**src/rtl/even_parity_checker_pipe_reg.sv**
```systemverilog
// One-entry valid/ready pipeline register holding a checked word and its
// parity-error flag; a new word may load in the same cycle the old one drains.
module parity_pipe_reg #(
  parameter int DATA_W = 32
) (
  input  logic              clk,
  input  logic              rst_n,
  input  logic              load_i,
  input  logic [DATA_W-1:0] data_i,
  input  logic              err_i,
  input  logic              ready_i,
  output logic              valid_o,
  output logic [DATA_W-1:0] data_o,
  output logic              err_o
);

  logic              valid_q, valid_d;
  logic [DATA_W-1:0] data_q, data_d;
  logic              err_q, err_d;

  always_comb begin
    valid_d = valid_q;
    data_d  = data_q;
    err_d   = err_q;
    if (valid_q && ready_i) valid_d = 1'b0;
    if (load_i) begin
      valid_d = 1'b1;
      data_d  = data_i;
      err_d   = err_i;
    end
  end

  always_ff @(posedge clk or negedge rst_n) begin
    if (!rst_n) begin
      valid_q <= 1'b0;
      data_q  <= '0;
      err_q   <= 1'b0;
    end else begin
      valid_q <= valid_d;
      data_q  <= data_d;
      err_q   <= err_d;
    end
  end

  assign valid_o = valid_q;
  assign data_o  = data_q;
  assign err_o   = err_q;

endmodule

```
**config.mk**
```make
export PLATFORM = sky130hd
export DESIGN_NAME = parity_pipe_reg
export DESIGN_NICKNAME = d
export VERILOG_FILES = /design/src/rtl/even_parity_checker_pipe_reg.sv
export SDC_FILE = /design/constraint.sdc
export NUM_CORES = 1
export LEC_CHECK = 0
export CELL_PAD_IN_SITES_DETAIL_PLACEMENT = 1
export CELL_PAD_IN_SITES_GLOBAL_PLACEMENT = 2
export CORE_AREA = 2 2 82 84
export CTS_CLUSTER_DIAMETER = 100
export DETAILED_ROUTE_END_ITERATION = 8
export DIE_AREA = 0 0 84 86
export PLACE_DENSITY_LB_ADDON = 0.15
export SETUP_SLACK_MARGIN = 0.5
export SLEW_MARGIN = 15
export SYNTH_ARGS = -nofsm -noshare
export SYNTH_HDL_FRONTEND = slang
export SYNTH_SLANG_ARGS = --single-unit
```
**constraint.sdc**
```tcl
create_clock -name clk -period 0.8 [get_ports clk]
set_clock_uncertainty 0.05 [all_clocks]
set_input_delay 0.12 -clock clk [delete_from_list [all_inputs] [get_ports clk]]
set_output_delay 0.12 -clock clk [all_outputs]
set_load 0.005 [all_outputs]
```
==> run_results.csv, run 1 <==
group,metric,value,unit
routing,viasPerCell,3.91,
placement,place_inst,226,
clocking,clock_latency,0.28,ns
clocking,clk_pin_slew,0.08,ns
routing,wl_per_cell,14.2,um
critical_path,r2r_slack,-0.23,ns
critical_path,cp.required,0.92,ns
clocking,root_buffer,"clkbuf_8",
critical_path,crit_path_cell_trace,"buf_6 > buf_6 > mux2_4",
critical_path,cp_common_cell,"buf_6",
finish,fillers,685,
power,powerDensity,1920,nW/um2
global_routing,grt_pass1_vias,1164,
yosys,yosysWarnings,0,
finish,stdcell_count,248,
sta,maxSlewHeadroom,87.2,%
sta,slew_viol_final,0,
yosys,synth.distinct_cells,7,
yosys,synth_area,1410,um2
sta,worstMarginPinSlew,0.192,ns
die,start_util,22.5,%
sta,period_needed,1.03,ns
clocking,h-tree-depth,2,
die,core,6280,um2
yosys,ys_ff_latch,34,
critical_path,crit_arrival,1.15,ns
routing,wl,3530,um
placement,gp_congestion,0.667,
critical_path,worstPathMaxFanout,2,
finish,drive_above_1_share,59.1,%
global_routing,grt_use_total,10.6,%
finish,seqCellArea,851,um2
yosys,yosysSeqAreaShare,60.2,%
die,dieArea,7220,um2
yosys,synthCells,73,
sta,setup_viol,67,
clocking,cts_made_buffers,5,
clocking,clock_path_buffers,2,
yosys,synth_nets,110,
finish,finish.utilization,37.4,%
sta,rsz0062_at_grt,"yes",
critical_path,cpPeakStageDelay,0.40,ns
global_routing,grt_start_max_net_pins,35,
run,cap_viol_max_count,0,
routing,drc,0,
finish,mostFrequentLayoutCell,"buf_2",
finish,num_antenna_cells,0,
critical_path,crit_type,"reg2reg",
hold_path,worstHoldPathType,"in2async",
global_routing,grt_pass1_wl,5980,um
critical_path,start_kind,"register",
finish,multiInputGateArea,499,um2
critical_path,critPathBufInv,2,
sta,whs,-0.264,ns
sta,finalHoldViolCount,34,
die,die_y,86,um
finish,final_nets,207,
clocking,clock-sinks,34,
global_routing,antenna_found_initial,0,
power,p_leak,1.15,nW
routing,dr.pass1.iters,2,
clocking,cts_tree,"done",
power,ir_drop,548,uV
run_status,violations,"hold timing, setup timing",
sta,fin_ws,-0.226,ns
routing,drt_iter0_drc,35,
yosys,syn-mean-instance-area,19.4,um2
sta,min_period_over_period,128,%
routing,drtAntennaViolNets,0,
finish,area_delta_synth_final,66.2,%
global_routing,grt_overflow,0,
run_status,status,"complete, but fails checks",
critical_path,crit_family,"flip-flops",
finish,mostFrequentLayoutCells,"buf_2, dfrtp_1, clkdlybuf4s50_1",
critical_path,critPathSlowestCell,"dfrtp_1",
placement,dp_hpwl,2540,um
sta,finalSetupTns,-8.16,ns
routing,via_count,969,
die,die_w,84,um
placement,port_buffers,70,
sta,clock.fmax,975,MHz
die,ioPinCount,71,
die,rows,29,
critical_path,end_kind,"register",
==> kinds of logic (layout without fill, tap and decap cells) <==
family	count (synthesis)	after routing	synth area share, %
mux	33	33	34.0
compound gates	1	1	0.531
flops	34	34	60.2
buf+inv	5	103	5.31
==> worst register-to-register path: stages, from the launching register on <==
cell and delay, ns:
dfrtp_1 0.40, buf_6 0.12, buf_6 0.10, mux2_4 0.25
==> state kept, by name, indices dropped and copies added, names as in the netlist <==
name / cells
data_o: 32
err_o: 1
valid_o: 1
==> layer usage <==
layer	vias up	share of wire, %	global-route usage [%]
met1	487	39	12.2
met5	-	0	0
met4	0	1.4	4.84
met3	6	7.3	4.33
li1	441	-	-
met2	35	52	17.5
==> worst paths after layout <==
path                                        startpoint                      to  cells after the start
max in group asynchronous                        rst_n  data_o[16]$_DFFE_PN0P_                      2
min in group clk                                load_i  data_o[31]$_DFFE_PN0P_                      2
worst min-delay path                             rst_n  data_o[28]$_DFFE_PN0P_                      2
worst max register to register  data_o[17]$_DFFE_PN0P_  data_o[17]$_DFFE_PN0P_                      3
worst min register to register     valid_o$_DFFE_PN0P_     valid_o$_DFFE_PN0P_                      1
worst max-delay path            data_o[17]$_DFFE_PN0P_  data_o[17]$_DFFE_PN0P_                      3
==> metrics by stage <==
step	hold WS, ns	cell area, um2	worst slack, ns	power [mW]
2_1_floorplan	-0.226	1420	-0.0352	2.37
3_3_place_gp	0.0434	2240	-0.235	2.99
3_5_place_dp	0.0480	2240	-0.250	3.02
4_1_cts	-0.268	2270	-0.229	4.54
5_1_grt	-0.252	2350	-0.250	4.77
6_report	-0.264	2350	-0.226	4.52
==> cell type report <==
type                    instances  share of cell area [%]
well taps                      77                    4.10
multi-input cells              34                    21.2
repair buffers                 94                    33.7
clock buffers                   5                    2.93
inverters                       1                   0.160
flip-flops and latches         34                    36.2
clock inverters                 3                    1.70
==> where the power goes <==
group	internal (mW)	switching [mW]	leakage, nW
Combinational	0.694	0.281	0.699
Clock	0.917	0.643	0.0579
Sequential	1.89	0.0973	0.397
Total	3.50	1.02	1.15
==> synthesized netlist by cell type <==
cell	n	share of area [%]
a21o_1	1	0.53
buf_12	3	4.2
buf_6	1	0.80
dfrtp_1	34	60
mux2_4	29	31
mux2_2	4	3.2
inv_1	1	0.27
==> repair_timing <==
item | in CTS | in global routing
hold endpoints to repair | 34 | 34
gates resized for setup | 141 | 12
buffers inserted | 10 | 4
endpoints found under the setup margin | 68 | 68
Note: power is estimated with default switching activity, not from simulation.
==> run 2: changes to the inputs <==
--- a/config.mk
+++ b/config.mk
@@ -5,6 +5,7 @@
 export SDC_FILE = /design/constraint.sdc
 export NUM_CORES = 1
 export LEC_CHECK = 0
+export ABC_CLOCK_PERIOD_IN_PS = 800
 export CELL_PAD_IN_SITES_DETAIL_PLACEMENT = 1
 export CELL_PAD_IN_SITES_GLOBAL_PLACEMENT = 2
 export CORE_AREA = 2 2 82 84
==> results of run 2 <==
No change in the layout: final DEF, timing and power equal those of run 1.
